**src/rtl/fetch_pkg.sv**
```systemverilog
// Shared types and constants for the instruction fetch stage.
package fetch_pkg;

  localparam int PC_STEP = 4;
  localparam int XLEN    = 32;

  typedef enum logic [1:0] {
    FETCH,
    WAIT,
    DROP
  } fetch_state_t;

  typedef struct packed {
    logic [XLEN-1:0] pc;
    logic [XLEN-1:0] instr;
  } fetch_entry_t;

endpackage

```
**src/rtl/fetch_if.sv**
```systemverilog
// Redirect, instruction-memory and core-side delivery signals of the fetch stage.
interface fetch_if #(
  parameter int WIDTH = 32,
  parameter int DEPTH = 16
);
  logic             redirect_valid;
  logic [WIDTH-1:0] redirect_pc;
  logic             mem_req;
  logic [DEPTH-3:0] mem_addr;
  logic             mem_ready;
  logic             mem_rvalid;
  logic [WIDTH-1:0] mem_rdata;
  logic             out_valid;
  logic             out_ready;
  logic [WIDTH-1:0] out_instr;
  logic [WIDTH-1:0] out_pc;

  modport master (
    input  redirect_valid, redirect_pc, mem_ready, mem_rvalid, mem_rdata, out_ready,
    output mem_req, mem_addr, out_valid, out_instr, out_pc
  );

  modport slave (
    output redirect_valid, redirect_pc, mem_ready, mem_rvalid, mem_rdata, out_ready,
    input  mem_req, mem_addr, out_valid, out_instr, out_pc
  );
endinterface

```
**src/rtl/fetch_fifo.sv**
```systemverilog
// Small instruction buffer; flush wins over push and pop in the same cycle.
module fetch_fifo
  import fetch_pkg::*;
#(
  parameter int  FIFO_DEPTH = 4,
  parameter type entry_t    = fetch_entry_t,
  localparam int AW         = $clog2(FIFO_DEPTH)
) (
  input  logic    clk,
  input  logic    rst,
  input  logic    push,
  input  entry_t  push_data,
  input  logic    pop,
  input  logic    flush,
  output logic [AW:0] count,
  output entry_t  head
);

  logic [AW-1:0] wr_ptr_reg;
  logic [AW-1:0] rd_ptr_reg;
  logic [AW:0]   count_reg;
  entry_t        slot_reg [FIFO_DEPTH];
  logic          do_push;
  logic          do_pop;

  assign do_push = push && !flush;
  assign do_pop  = pop && !flush && (count_reg != '0);

  always_ff @(posedge clk or posedge rst) begin
    if (rst) begin
      wr_ptr_reg <= '0;
      rd_ptr_reg <= '0;
      count_reg  <= '0;
    end else if (flush) begin
      wr_ptr_reg <= '0;
      rd_ptr_reg <= '0;
      count_reg  <= '0;
    end else begin
      if (do_push) wr_ptr_reg <= wr_ptr_reg + 1'b1;
      if (do_pop)  rd_ptr_reg <= rd_ptr_reg + 1'b1;
      count_reg <= count_reg + (AW+1)'(do_push) - (AW+1)'(do_pop);
    end
  end

  // Storage is cleared on reset so the head reads zero before the first push.
  for (genvar gi = 0; gi < FIFO_DEPTH; gi++) begin : g_slot
    always_ff @(posedge clk or posedge rst) begin
      if (rst) begin
        slot_reg[gi] <= '0;
      end else if (do_push && (wr_ptr_reg == AW'(gi))) begin
        slot_reg[gi] <= push_data;
      end
    end
  end

  assign count = count_reg;
  assign head  = slot_reg[rd_ptr_reg];

endmodule

```
**src/rtl/fetch_unit.sv**
```systemverilog
// Fetch stage: owns the fetch PC, keeps one memory request in flight and buffers
// returned words with their PCs; a redirect flushes the buffer and any pending reply.
module fetch_unit
  import fetch_pkg::*;
#(
  parameter int               WIDTH      = 32,
  parameter int               DEPTH      = 16,
  parameter int               FIFO_DEPTH = 4,
  parameter logic [WIDTH-1:0] RESET_PC   = '0
) (
  input  logic     clk,
  input  logic     rst,
  fetch_if.master  bus
);

  localparam int CW = $clog2(FIFO_DEPTH) + 1;

  typedef struct packed {
    logic [WIDTH-1:0] pc;
    logic [WIDTH-1:0] instr;
  } entry_t;

  fetch_state_t     state_reg, state_next;
  logic [WIDTH-1:0] fetch_pc_reg, fetch_pc_next;
  logic [WIDTH-1:0] req_pc_reg, req_pc_next;
  logic             push, pop, flush;
  logic [CW-1:0]    count;
  entry_t           head, push_entry;

  assign push_entry = '{pc: req_pc_reg, instr: bus.mem_rdata};

  always_ff @(posedge clk or posedge rst) begin
    if (rst) begin
      state_reg    <= FETCH;
      fetch_pc_reg <= RESET_PC;
      req_pc_reg   <= '0;
    end else begin
      state_reg    <= state_next;
      fetch_pc_reg <= fetch_pc_next;
      req_pc_reg   <= req_pc_next;
    end
  end

  always_comb begin
    state_next    = state_reg;
    fetch_pc_next = fetch_pc_reg;
    req_pc_next   = req_pc_reg;
    bus.mem_req   = 1'b0;
    push          = 1'b0;
    flush         = 1'b0;
    if (bus.redirect_valid) begin
      // A reply still owed for the old path must be swallowed in DROP.
      flush         = 1'b1;
      fetch_pc_next = bus.redirect_pc & ~WIDTH'(3);
      unique case (state_reg)
        FETCH:   state_next = FETCH;
        WAIT:    state_next = bus.mem_rvalid ? FETCH : DROP;
        DROP:    state_next = bus.mem_rvalid ? FETCH : DROP;
        default: state_next = FETCH;
      endcase
    end else begin
      unique case (state_reg)
        FETCH: begin
          bus.mem_req = (count < CW'(FIFO_DEPTH)) && !rst;
          if (bus.mem_req && bus.mem_ready) begin
            req_pc_next   = fetch_pc_reg;
            fetch_pc_next = fetch_pc_reg + WIDTH'(PC_STEP);
            state_next    = WAIT;
          end
        end
        WAIT: begin
          if (bus.mem_rvalid) begin
            push       = 1'b1;
            state_next = FETCH;
          end
        end
        DROP: begin
          if (bus.mem_rvalid) state_next = FETCH;
        end
        default: state_next = FETCH;
      endcase
    end
  end

  assign pop           = bus.out_valid && bus.out_ready;
  assign bus.out_valid = (count != '0);
  assign bus.out_instr = head.instr;
  assign bus.out_pc    = head.pc;
  assign bus.mem_addr  = fetch_pc_reg[DEPTH-1:2];

  fetch_fifo #(
    .FIFO_DEPTH (FIFO_DEPTH),
    .entry_t    (entry_t)
  ) u_fifo (
    .clk       (clk),
    .rst       (rst),
    .push      (push),
    .push_data (push_entry),
    .pop       (pop),
    .flush     (flush),
    .count     (count),
    .head      (head)
  );

endmodule

```
**src/flat_wrapper.sv**
```systemverilog
// flat-port wrapper written by rule: the top's interface ports become plain ports
module fetch_unit_flat import fetch_pkg::*;
#(
  parameter int               WIDTH      = 32,
  parameter int               DEPTH      = 16,
  parameter int               FIFO_DEPTH = 4,
  parameter logic [WIDTH-1:0] RESET_PC   = '0
)
  (clk, rst, bus_redirect_valid, bus_redirect_pc, bus_mem_ready, bus_mem_rvalid, bus_mem_rdata, bus_out_ready, bus_mem_req, bus_mem_addr, bus_out_valid, bus_out_instr, bus_out_pc);
  fetch_if #(.WIDTH(WIDTH), .DEPTH(DEPTH)) bus_i ();
  input  logic clk;
  input  logic rst;
  input wire logic [$bits(bus_i.redirect_valid)-1:0] bus_redirect_valid;
  input wire logic [$bits(bus_i.redirect_pc)-1:0] bus_redirect_pc;
  input wire logic [$bits(bus_i.mem_ready)-1:0] bus_mem_ready;
  input wire logic [$bits(bus_i.mem_rvalid)-1:0] bus_mem_rvalid;
  input wire logic [$bits(bus_i.mem_rdata)-1:0] bus_mem_rdata;
  input wire logic [$bits(bus_i.out_ready)-1:0] bus_out_ready;
  output wire logic [$bits(bus_i.mem_req)-1:0] bus_mem_req;
  output wire logic [$bits(bus_i.mem_addr)-1:0] bus_mem_addr;
  output wire logic [$bits(bus_i.out_valid)-1:0] bus_out_valid;
  output wire logic [$bits(bus_i.out_instr)-1:0] bus_out_instr;
  output wire logic [$bits(bus_i.out_pc)-1:0] bus_out_pc;
  assign bus_i.redirect_valid = bus_redirect_valid;
  assign bus_i.redirect_pc = bus_redirect_pc;
  assign bus_i.mem_ready = bus_mem_ready;
  assign bus_i.mem_rvalid = bus_mem_rvalid;
  assign bus_i.mem_rdata = bus_mem_rdata;
  assign bus_i.out_ready = bus_out_ready;
  assign bus_mem_req = bus_i.mem_req;
  assign bus_mem_addr = bus_i.mem_addr;
  assign bus_out_valid = bus_i.out_valid;
  assign bus_out_instr = bus_i.out_instr;
  assign bus_out_pc = bus_i.out_pc;
  fetch_unit #(.WIDTH(WIDTH), .DEPTH(DEPTH), .FIFO_DEPTH(FIFO_DEPTH), .RESET_PC(RESET_PC)) u_core (.clk(clk), .rst(rst), .bus(bus_i));
endmodule
```
**config.mk**
```make
export PLATFORM = sky130hd
export DESIGN_NAME = fetch_unit_flat
export DESIGN_NICKNAME = d
export VERILOG_FILES = /design/src/rtl/fetch_pkg.sv /design/src/rtl/fetch_if.sv /design/src/rtl/fetch_fifo.sv /design/src/rtl/fetch_unit.sv /design/src/flat_wrapper.sv
export SDC_FILE = /design/constraint.sdc
export NUM_CORES = 1
export LEC_CHECK = 0
export ABC_CLOCK_PERIOD_IN_PS = 12360
export BUFFER_PORTS_ARGS = -buffer_cell sky130_fd_sc_hd__buf_4
export CAP_MARGIN = 20
export CORE_ASPECT_RATIO = 0.6
export CORE_MARGIN = 5
export CORE_UTILIZATION = 59
export DETAILED_ROUTE_END_ITERATION = 8
export PLACE_DENSITY = 0.8
export SLEW_MARGIN = 20
export SYNTH_ARGS = -nofsm -noshare
export SYNTH_HDL_FRONTEND = slang
export SYNTH_SLANG_ARGS = --single-unit
```
**constraint.sdc**
```tcl
create_clock -name clk -period 12.36 [get_ports clk]
set_input_delay 2.472 -clock clk [delete_from_list [all_inputs] [get_ports clk]]
set_output_delay 2.472 -clock clk [all_outputs]
set_load 0.01 [all_outputs]
```
# Word level (Yosys, flattened, before mapping)
# Index checks and enable logic that the tools add are counted.
# totals
register_bits	329
in_bits	70
output_inout_bits	80
wordCells	76
# op_classes
n_addsub	5
n_lt_le_gt_ge	2
n_eq_ne	7
muxes	23
bitwise_logic	2
reduce_logical	23
# op_table
operator	n
$bmux 64 s2	1
$mux 64	2
$mux 32	3
$add 32x3->32 const B	1
$mux 2	9
$logic_and 1x1->1	10
$reduce_bool 2->1	4
$eq 2x2->1 const B	3
$mux 1	6
$add 2x1->2 const B	2
$eq 2x1->1 const B	2
$logic_not 2->1	2
$pmux 2 s2	1
$reduce_and 2->1	2
$add 3x1->3	1
$ge 3x3->1 const B	1
$lt 3x3->1 const B	1
$mux 3	1
$ne 3x1->1 const B	1
$ne 3x2->1 const B	1
$not 2->3	1
$reduce_and 3->1	1
$reduce_bool 3->1	1
$sub 3x1->3	1
3 further kinds	4

# Depth between registers and ports, before layout
# Gate-level depths: netlist (run 1).
# depth
depth_word	7
mapped_depth	12
depth_no_buf	12

# Hierarchy
# From an unflattened synthesis (run 1), not the netlist that was laid out.
# hier_totals
cells_unflattened	955
hier_area_um2	14779.2
# by_module_without_submodules
module	n_inst	cells_per_inst	area_each_um2	seq_area_each_um2
fetch_fifo	1	661	11609.9	6581.3
fetch_unit	1	294	3169.3	1551.5

# Worst setup path after synthesis (run 1)
# No wires, ideal clock.
# synth_path
path_type	in2out
startpoint	in bus_redirect_valid
endpoint	out bus_mem_req
arrival_time_ns	3.092
t_required_ns	9.888
slack_ns	6.796
cell_stages	4
n_path_buf	1
path_cell_list	buf_2 clkinv_1 nand2_1 nor3_1
# synth_between
elab_chain_len	1
# synth_rtl
element	line	text
start, declared	flat_wrapper.sv:13	input wire logic [$bits(bus_i.redirect_valid)-1:0] bus_redirect_valid;
$mux 1	fetch_unit.sv:51	if (bus.redirect_valid) begin
end, declared	flat_wrapper.sv:19	output wire logic [$bits(bus_i.mem_req)-1:0] bus_mem_req;
# Every way passes these cells.

# Worst setup path in the final report (run 1)
# Ends and elaborated chain as after synthesis.

==> run metrics, run 1 <==
Post-route DRC 0; Starting Density 60.35%; EDFF count, synth 0; max incr delay on CP 0.49 ns; via count 8070; Port Buffer Count 145; Setup crit start kind input pin; critical hold path startpoint u_core.u_fifo.slot_reg[102]$_DFFE_PP0P_; HPWL Detailed 17530 um; Global Route Usage Sum 21.78%; DP Worst Slack 6.082 ns; f_max 158.5 MHz; GR Layer Usage met3 5.057%; commonest non-fill, non-tap cells in the layout dfrtp_1, mux2_2, buf_4; CTS Buf Count 28; status finished, final reports clean; I/O pin count 150; yosys warns 0; Sink Count 317; met1 Usage GRT 32.35%; post-synthesis cell type count 40; Worst Path Required 9.89 ns; clk buf depth 3; final setup fails 0; Worst VDD drop 0.1119 mV; synthesized area 14030 sq um; die area 27060 sq um; Critical R2R Launch u_core.u_fifo.count[2]$_DFF_PP0_; WL final 28720 um; minimum clock period 6.311 ns; pin count of the biggest net entering global routing 106; Most Frequent Cell on Critical Path buf_4; Hold Buf Count CTS 0; post-synthesis cell count 924; most common cell after layout, fill and taps aside dfrtp_1; Slowest-stage cell, CP buf_4; first-pass GRT wire length 47500 um; final instance count without filler cells 1376; critical path cell sequence buf_4 -> clkinv_1 -> nand2_1 -> nor3_1 -> buf_4; Power Total 3040 uW; GP Congestion 0.8231; utilization after layout 70.22%; Crit. End Element output port; Avg Synthesized Cell Area 15.18 sq um; Fin Setup TNS 0 ns; post-route setup slack 6.049 ns; Slew Viols, Final 0; clock root buffer master clkbuf_16; Inst Count DP 1324; CTS H-Tree Depth 1; Rows 43; Critical Path Fanout Max 64; WL/cell 20.87 um; Seq/Total Area, Yosys 56.55%; reg-to-reg slack, setup 9.47 ns; GRT met2 Usage 34.11%; fraction of registers with async set/reset 100.0%; Critical Path AT 3.84 ns; Final Skew 0.01233 ns; Cell Pwr Density 186.3 nW/um^2; Area Growth Syn to Fin 16.35%; Die X 209.1 um; critical path class in2out; Iteration-0 DRC Markers 468; max FFs per register 248; proportion of layout cells with a drive suffix above 1 52.03%; number of global-route vias before repair 8587; CORE AREA 23240 sq um; clk slew on worst S/H paths 0.07 ns; Die Ht 129.4 um; Max-cap violations 0; crit-path leading delay family buffers and inverters; GRT busiest layer met2; overflow left after global routing 0; Avg Vias per Cell 5.865; P_leak 0.007909 uW; Yosys reg bits 317; sum of buffers and inverters on the critical path 3; Hold WC Path Type reg2reg; remaining antenna violation count 0; Final Cycle Share 51.06%; initial antenna violation count 0; nets 1119; main flop type after synthesis dfrtp_1; Final Hold Viols 0; Resize count post-CTS 0; Worst setup startpoint bus_redirect_valid; worst-skew pair later-pin latency 0.55 ns; Slew HR 29.98%; setup bufs post-CTS 0; n_diodes 0; CTS tree built; worst slew pin tran 1.049 ns; Pre-antenna DRT Iters 5; RSZ-0062 raised after global routing false
worst register-to-register path, cell delays in order (launching register included):
cell and delay, ns:
dfrtp_1 0.43, nor3b_1 0.47, nand3_2 0.82, nor2_1 0.45, nand2_1 0.20, o311ai_0 0.40
path summary, 6_finish.rpt:
| path | end | depth (start not counted) |
|---|---|---|
| setup reg to reg | u_core.fetch_pc_reg[27]$_DFFE_PP0P_ | 5 |
| hold / removal | u_core.u_fifo.slot_reg[102]$_DFFE_PP0P_ | 1 |
| hold reg to reg | u_core.u_fifo.slot_reg[102]$_DFFE_PP0P_ | 1 |
| min in group asynchronous | u_core.req_pc_reg[21]$_DFFE_PP0P_ | 2 |
| setup / recovery | bus_mem_req | 5 |
| max in group asynchronous | u_core.u_fifo.slot_reg[220]$_DFFE_PP0P_ | 4 |
cell families after synthesis:
| family | synth area share [%] |
|---|---|
| compound gates | 1.811 |
| simple gates | 4.139 |
| buf+inv | 2.578 |
| mux | 32.26 |
| other cells | 0.02673 |
| fa+ha+maj | 0.9455 |
| xor+xnor | 1.686 |
| flops | 56.55 |
synthesized netlist by cell type (3+ instances only):
master      n  share of area (%)
o311ai_0    4               0.25
o21ai_0    26               0.93
xnor2_1     6               0.37
dfrtp_1   317                 57
and3_1      4               0.18
buf_2      10               0.36
o211ai_1    6               0.32
buf_4      16               0.86
mux4_2     62                 10
xor2_1     21                1.3
nand3_1    15               0.54
buf_1       4               0.11
mux2_2    277                 22
a21oi_1     3               0.11
nand4_1     9               0.40
nor4_1      3               0.13
inv_1      10               0.27
ha_1        9               0.80
nor2_1     13               0.35
clkbuf_1   36               0.96
nand2_1    49                1.3
cell type report:
cell class | instances | area (sq um)
clock buffer | 38 | 809.5
sequential | 317 | 7938
clock inverter | 14 | 229.0
timing repair buffer | 150 | 1130
multi-input combinational | 531 | 5772
tap | 315 | 394.1
fill | 1612 | 6922
inverter | 11 | 48.80
through the flow:
stage          hold WS [ns]  instance area, sq um
4_1_cts              0.5024                 16320
3_3_place_gp         0.4815                 15280
5_1_grt              0.5128                 16320
3_5_place_dp         0.4871                 15280
6_report             0.4990                 16320
2_1_floorplan        0.4739                 14030
metal layers:
| metal | up-vias | wire length, um |
|---|---|---|
| li1 | 3607 | - |
| met1 | 4245 | 13240 |
| met2 | 179 | 13410 |
| met3 | 39 | 1583 |
| met4 | 0 | 482 |
| met5 | - | 0 |
report_power, final:
group | internal, uW | switching, uW
Clock | 585 | 384
Sequential | 1200 | 150
Combinational | 424 | 296
No activity file was read; power rests on OpenSTA's default activity.
==> inputs of run 2 (changes only) <==
ABC_AREA = 1   (was default)
ABC_CLOCK_PERIOD_IN_PS = 5300   (was 12360)
CORE_UTILIZATION = 53   (was 59)
PLACE_DENSITY = 0.76   (was 0.8)
clock period = 5.3 ns   (was 12.36 ns; I/O delays follow)
==> run 2 against run 1 <==
Effect of this change:
- die area increased by 13%
- count of clock-buffer cells in the layout increased by 4
- critical path depth unchanged
- critical endpoint is now bus_out_pc[29]
==> run metrics, run 2 <==
status finished, final reports clean; RSZ-0062 raised after global routing false; Worst Path Required 4.24 ns; n_diodes 0; remaining antenna violation count 0; post-synthesis cell count 1733; initial antenna violation count 0; via count 12040; CTS tree built; critical path cell sequence clkinv_2 -> buf_4 -> o21ai_0 -> o22ai_1 -> buf_4; Final Hold Viols 0; HPWL Detailed 22440 um; synthesized area 14340 sq um; Port Buffer Count 145; Most Frequent Cell on Critical Path buf_4; Area Growth Syn to Fin 14.91%; most common cell after layout, fill and taps aside nand2_1; Sink Count 317; commonest non-fill, non-tap cells in the layout nand2_1, o21ai_0, dfrtp_1; setup bufs post-CTS 0; Starting Density 54.03%; number of global-route vias before repair 11290; post-synthesis cell type count 31; Die Ht 137.4 um; critical path class reg2out; Worst VDD drop 0.2313 mV; Die X 222.3 um; Iteration-0 DRC Markers 1297; proportion of layout cells with a drive suffix above 1 12.42%; EDFF count, synth 0; crit-path leading delay family buffers and inverters; Hold Buf Count CTS 0; Hold WC Path Type reg2reg; final setup fails 0; Critical Path AT 2.83 ns; DP Worst Slack 1.944 ns; count leader, synth nand2_1; GP Congestion 0.9302; Final Cycle Share 73.45%; CTS Buf Count 30; Fin Setup TNS 0 ns; Seq/Total Area, Yosys 55.33%; synth cell count leaders nand2_1, o21ai_0, dfrtp_1; Layout fillers 2285; Final Skew 0.02937 ns; clk slew on worst S/H paths 0.06 ns; CTS H-Tree Depth 1; post-route setup slack 1.407 ns; pin count of the biggest net entering global routing 180; Max-cap violations 0; max FFs per register 248; sum of buffers and inverters on the critical path 3; Slew Viols, Final 0; worst-skew pair later-pin latency 0.58 ns; Slew HR 47.16%; clock root buffer master clkbuf_16; f_max 256.9 MHz; Setup crit start kind flip-flop; yosys warns 0; worst slew pin tran 0.7926 ns; nets 1880; Avg Vias per Cell 5.525; area taken by multi-input logic gates 5451 sq um; overflow left after global routing 0; first-pass GRT wire length 59370 um; Post-route DRC 0; Crit. End Element output port; Avg Synthesized Cell Area 8.273 sq um; Yosys top cell area share 55.33%; CORE AREA 26530 sq um; cell taking the most area after synthesis dfrtp_1; WL final 36590 um; I/O pin count 150; Yosys reg bits 317; Slowest-stage cell, CP dfrtp_4; minimum clock period 3.893 ns; Global Route Usage Sum 23.69%; Rows 46; Cell Pwr Density 472.5 nW/um^2; Critical Path Fanout Max 74; clk buf depth 3; WL/cell 16.78 um; synth top area cells dfrtp_1, o21ai_0, nand2_1; max incr delay on CP 0.77 ns; fraction of registers with async set/reset 100.0%; Resize count post-CTS 0; register area 7938 sq um; die area 30550 sq um; Pre-antenna DRT Iters 5; main flop type after synthesis dfrtp_1; P_leak 0.007959 uW
[run 2: area by class of cell]
cell class	count	share of cell area, %
clock buffers	42	5.134
inverters	106	2.446
clock inverters	10	0.8431
multi-input cells	1185	33.09
repair buffers	160	7.565
well taps	360	2.734
flip-flops and latches	317	48.18
[run 2: metal layers]
layer	GRT usage, %	vias to the layer above	routed length [um]
met5	0	-	0
met1	35.64	5783	17080
met4	3.900	0	416
met3	4.238	37	2662
met2	37.08	423	16420
li1	-	5801	-
[run 2: path summary, 6_finish.rpt]
path	startpoint	endpoint	slack (ns)	cells past startpoint
worst min register to register	u_core.u_fifo.slot_reg[71]$_DFFE_PP0P_	u_core.u_fifo.slot_reg[71]$_DFFE_PP0P_	0.48	2
max in group asynchronous	rst	u_core.u_fifo.rd_ptr_reg[0]$_DFFE_PP0P_	2.94	5
worst max-delay path	u_core.u_fifo.rd_ptr_reg[0]$_DFFE_PP0P_	bus_out_pc[29]	1.41	5
worst min-delay path	u_core.u_fifo.slot_reg[71]$_DFFE_PP0P_	u_core.u_fifo.slot_reg[71]$_DFFE_PP0P_	0.48	2
worst max register to register	u_core.state_reg[1]$_DFFE_PP0P_	u_core.u_fifo.slot_reg[105]$_DFFE_PP0P_	2.68	8
min in group asynchronous	rst	u_core.fetch_pc_reg[22]$_DFFE_PP0P_	0.63	3
[run 2: worst min-delay path: stages (launching register included)]
cell     delay (ns)
dfrtp_1        0.34
nand2_1        0.05
o21ai_0        0.06
[run 2: cells by family (layout without fill, tap and decap cells)]
kind of cell | after synthesis | after routing | synth area share, %
compound gates | 503 | 503 | 18.29
xor+xnor | 5 | 5 | 0.3054
fa+ha+maj | 10 | 10 | 0.9251
buf+inv | 232 | 318 | 7.017
flops | 317 | 317 | 55.33
other cells | 1 | 2 | 0.02616
simple gates | 665 | 665 | 18.10
[run 2: power by group]
| part | internal [uW] | switching [uW] | total, uW |
|---|---|---|---|
| clock | 1250 | 921 | 2170 |
| combinational | 1010 | 1420 | 2430 |
| sequential | 2870 | 308 | 3180 |
[run 2: metrics by stage]
stage / instances / total power, uW / util (%) / area, sq um / hold slack [ns]
5_1_grt: 2180 / 8264 / 62.09 / 16470 / 0.4960
2_1_floorplan: 1734 / 4604 / - / 14440 / 0.4478
6_report: 2180 / 7784 / 62.09 / 16470 / 0.4789
3_3_place_gp: 2127 / 5600 / 58.27 / 15460 / 0.4601
4_1_cts: 2179 / 7834 / 61.98 / 16450 / 0.4839
3_5_place_dp: 2127 / 5655 / 58.27 / 15460 / 0.4682
